**src/rtl/mux8_rr_arbiter.sv**
```systemverilog
// Round-robin arbiter that owns the select of an 8:1 mux and registers the selected bit.
// A per-grant hold limit forces rotation when other requesters are waiting.
module mux8_rr_arbiter #(
    parameter int N        = 8,
    parameter int SELW     = 3,
    parameter int MAX_HOLD = 4
) (
    input  logic            clk,
    input  logic            rst,
    input  logic [N-1:0]    req,
    input  logic [N-1:0]    D,
    output logic [N-1:0]    gnt,
    output logic [SELW-1:0] sel,
    output logic            busy,
    output logic            y
);

    localparam int HW = (MAX_HOLD > 1) ? $clog2(MAX_HOLD) : 1;
    localparam logic [HW-1:0] HOLD_LIM = HW'((MAX_HOLD > 0) ? MAX_HOLD - 1 : 0);

    typedef enum logic {IDLE, GRANT} state_t;

    state_t          state, nstate;
    logic [SELW-1:0] ptr, nptr;
    logic [HW-1:0]   hold_cnt, nhold;
    logic [N-1:0]    ngnt;
    logic [SELW-1:0] nsel;
    logic            nbusy;

    logic [SELW:0]   hit_req, hit_oth;
    logic [N-1:0]    others;
    logic            limit_hit;
    logic            take;
    logic [SELW-1:0] win;

    function automatic logic [SELW-1:0] wrap_inc(input logic [SELW-1:0] x);
        if (int'(x) == N - 1)
            return '0;
        return x + SELW'(1);
    endfunction

    // Returns {found, index} of the first set bit scanning start, start+1, ... mod N.
    function automatic logic [SELW:0] rr_search(input logic [N-1:0] r,
                                               input logic [SELW-1:0] start);
        logic [SELW:0] res;
        int            idx;
        res = '0;
        for (int k = N - 1; k >= 0; k--) begin
            idx = (int'(start) + k) % N;
            if (r[idx])
                res = {1'b1, idx[SELW-1:0]};
        end
        return res;
    endfunction

    assign others    = req & ~(N'(1) << sel);
    assign hit_req   = rr_search(req, ptr);
    assign hit_oth   = rr_search(others, wrap_inc(sel));
    assign limit_hit = (MAX_HOLD != 0) && (hold_cnt >= HOLD_LIM);

    always_comb begin
        nstate = state;
        nptr   = ptr;
        nhold  = hold_cnt;
        ngnt   = gnt;
        nsel   = sel;
        nbusy  = busy;
        take   = 1'b0;
        win    = '0;

        case (state)
            IDLE: begin
                if (hit_req[SELW]) begin
                    take = 1'b1;
                    win  = hit_req[SELW-1:0];
                end
            end
            GRANT: begin
                if (req[sel]) begin
                    if (!limit_hit) begin
                        nhold = hold_cnt + HW'(1);
                    end else if (hit_oth[SELW]) begin
                        take = 1'b1;
                        win  = hit_oth[SELW-1:0];
                    end else begin
                        // Nobody else is waiting: keep the grant but restart the hold window.
                        nhold = '0;
                    end
                end else if (hit_req[SELW]) begin
                    take = 1'b1;
                    win  = hit_req[SELW-1:0];
                end else begin
                    nstate = IDLE;
                    ngnt   = '0;
                    nbusy  = 1'b0;
                    nhold  = '0;
                end
            end
            default: nstate = IDLE;
        endcase

        if (take) begin
            nstate = GRANT;
            nsel   = win;
            ngnt   = N'(1) << win;
            nbusy  = 1'b1;
            nptr   = wrap_inc(win);
            nhold  = '0;
        end
    end

    always_ff @(posedge clk or posedge rst) begin
        if (rst) begin
            state    <= IDLE;
            ptr      <= '0;
            hold_cnt <= '0;
            gnt      <= '0;
            sel      <= '0;
            busy     <= 1'b0;
            y        <= 1'b0;
        end else begin
            state    <= nstate;
            ptr      <= nptr;
            hold_cnt <= nhold;
            gnt      <= ngnt;
            sel      <= nsel;
            busy     <= nbusy;
            y        <= nbusy ? D[nsel] : 1'b0;
        end
    end

endmodule

```
**config.mk**
```make
export PLATFORM = sky130hd
export DESIGN_NAME = mux8_rr_arbiter
export DESIGN_NICKNAME = d
export VERILOG_FILES = /design/src/rtl/mux8_rr_arbiter.sv
export SDC_FILE = /design/constraint.sdc
export NUM_CORES = 1
export LEC_CHECK = 0
export ABC_AREA = 1
export CAP_MARGIN = 20
export CELL_PAD_IN_SITES_DETAIL_PLACEMENT = 2
export CELL_PAD_IN_SITES_GLOBAL_PLACEMENT = 2
export CORE_UTILIZATION = 32
export CTS_CLUSTER_DIAMETER = 200
export DETAILED_ROUTE_END_ITERATION = 10
export PLACE_DENSITY = 0.91
export SYNTH_ARGS = -nofsm -noshare
export SYNTH_HDL_FRONTEND = slang
export SYNTH_SLANG_ARGS = --single-unit
export TNS_END_PERCENT = 1
```
**constraint.sdc**
```tcl
create_clock -name clk -period 7.1 [get_ports clk]
set_input_delay 1.42 -clock clk [delete_from_list [all_inputs] [get_ports clk]]
set_output_delay 1.42 -clock clk [all_outputs]
set_load 0.005 [all_outputs]
```
==> summary.md <==
| Metric | Value |
|---|---|
| DRC | `0` |
| Starting density of the core | `33.6%` |
| Clk root buf | `clkbuf_8` |
| CTS Buffer Depth | `2` |
| Global-route usage over all layers | `23.6%` |
| Syn-to-layout area delta | `16.3%` |
| Antenna Nets Post-Route | `0` |
| Vias per Instance | `5.32` |
| Critical path type | `in -> reg` |
| Fin crit period | `4.04 ns` |
| TritonCTS clock tree | `done` |
| Routed via count | `2,833` |
| Die height | `89.7 um` |
| CTS resizes | `0` |
| Leading area contributor after synthesis | `nand2_1` |
| Die width | `89.7 um` |
| Layout Utilization | `39.0%` |
| Peak Freq | `0.248 GHz` |
| CTS Hold Bufs | `0` |
| Clock Skews | `0.0105 ns` |
| Fill count | `933` |
| Synthesized cell area | `2460 sq um` |
| DP HPWL | `7510 um` |
| HP Class | `reg -> reg` |
| Fin. max-slew vios | `0` |
| Status | `completed` |
| Layout Nets | `469` |
| Gpl congestion | `0.826` |
| IO Count | `31` |
| IO Port Bufs | `30` |
| Slew headroom | `49.9%` |
| CP Max Fanout | `5` |
| Mean Syn Cell Area | `6.01 sq um` |
| CTS Buf Count | `3` |
| 1st-pass router iterations | `4` |
| Register area share after synthesis | `19.3%` |
| Synthesis warning total | `0` |
| RSZ-0062 raised after global routing | `false` |
| Row count | `31` |
| Largest net degree at the start of global routing | `20` |
| Synth top area share | `21.1%` |
| CP Data Arrival Time | `4.19 ns` |
| Routed wire length | `8930 um` |
| Worst-margin pin slew | `0.751 ns` |
| Total nets after synthesis | `443` |
| Synth Register Bits | `19` |
| Synth top area cells | `nand2_1 (21%), dfrtp_1 (19%), nand3_1 (14%), ha_1 (8.1%), inv_1 (6.6%)` |
| Clock latency on the worst-skew pair | `0.27 ns` |
| Grt total ovfl | `0` |
| TritonCTS Sinks | `19` |
| Critical Path Start Type | `primary input` |
| Synth unique cells | `34` |
| Ant diodes | `0` |
| Initial antenna violation count | `0` |
| Die footprint | `8040 sq um` |
| Max-cap violation count | `0` |
| Critical Path RT | `7.26 ns` |
| Number of global-route vias before repair | `3,078` |
| Instance count of the mapped netlist | `409` |
| Core area | `7330 sq um` |
| Postcts setup bufs | `0` |
| Sequential cell area | `475 sq um` |
| Ys flop type | `dfrtp_1` |
| Synth cell count leaders | `nand2_1 (138), nand3_1 (67), inv_1 (43)` |
| Final Hold Viols | `0` |
| Post-synth ARST share | `100%` |
| Finish-stage setup viols | `0` |
| Multi-input gate area | `1710 sq um` |
| Layout cell share with drive strength beyond 1 | `8.76%` |
| Most common cell in the synthesized netlist | `nand2_1` |
| Crit. End Element | `flop` |
| Detailed Route Iter0 Violations | `92` |
| Number of synthesized flops with an enable pin | `0` |
| H-Tree Depth | `1` |
| First-pass GRT wire length | `14,600 um` |
| Tcrit/Tclk final | `56.8%` |
| Clock slew at reported path FFs | `0.08 ns` |
| Routed len/inst | `16.8 um` |
| Setup TNS | `0 ns` |
## stage by stage
step / setup WS, ns / cell area, sq um / hold slack [ns] / cells
floorplan: 3.81 / 2460 / 0.462 / 409
global placement: 2.93 / 2810 / 0.486 / 529
detailed placement: 2.75 / 2810 / 0.506 / 529
CTS: 3.04 / 2860 / 0.532 / 533
global route: 2.74 / 2860 / 0.549 / 533
finish: 3.06 / 2860 / 0.527 / 533
## cell usage in the layout (no fill, tap or decap), types with 4 or more instances in the layout
| master | instances |
|---|---|
| a21oi_1 | 16 |
| clkdlybuf4s50_1 | 30 |
| dfrtp_1 | 19 |
| ha_1 | 16 |
| inv_1 | 43 |
| inv_2 | 7 |
| nand2_1 | 138 |
| nand2_2 | 12 |
| nand3_1 | 67 |
| nand3_2 | 5 |
| nor2_1 | 20 |
| o21ai_0 | 27 |
| o21ai_1 | 4 |
## registers in the layout, summed over array words and instances, names as in the netlist
| name | flops |
|---|---|
| state | 1 |
| hold_cnt | 2 |
| gnt | 8 |
| ptr | 3 |
| y | 1 |
| sel | 3 |
| busy | 1 |
## area by class of cell
class,count,share of cell area (%)
Multi-Input combinational cell,329,59.9
Sequential cell,19,16.6
Timing Repair Buffer,30,10.5
Inverter,52,7.00
Tap cell,99,4.33
Clock buffer,3,1.44
Clock inverter,1,0.262
## worst max-delay path: stages
cell	delay, ns
clkdlybuf4s50_1	0.50
inv_1	0.11
nand2_1	0.06
o21ai_1	0.14
nand2_1	0.12
nand3_1	0.14
nand2_1	0.11
nor2_1	0.23
nand3_2	0.20
nand2_4	0.15
a21oi_1	0.05
nand2_1	0.15
nand2_1	0.13
ha_1	0.26
ha_1	0.29
nand2_1	0.06
o21ai_0	0.08
## logic make-up (layout without fill, tap and decap cells)
logic type,count (synthesis),in the layout,synth area share [%]
AOI/OAI and AO/OA,56,56,12.6
xor gates and xnor gates,6,6,2.14
adders and majority gates,16,16,8.14
buffers and inverters,61,86,11.0
DFF,19,19,19.3
and+or+nand+nor,251,251,46.8
## layer usage
metal	GRT usage, %	part of all wire (%)
met1	30.6	47
met2	43.6	50
met3	1.55	2.3
met4	3.90	0.60
met5	0	0
## final timing paths
kind                       startpoint      to  slack [ns]  depth (start not counted)
max                            req[2]  ptr[2]        3.06                         17
min                            gnt[7]  gnt[7]        0.53                          2
max reg2reg                    sel[0]  ptr[2]        3.06                         21
min reg2reg                    gnt[7]  gnt[7]        0.53                          2
max in group asynchronous         rst  sel[0]        5.04                          2
min in group asynchronous         rst  gnt[2]        1.58                          2
Power is left out: the tool's default activity adds up to more than one toggle a clock period on the data nets, which glitch-free logic cannot reach.
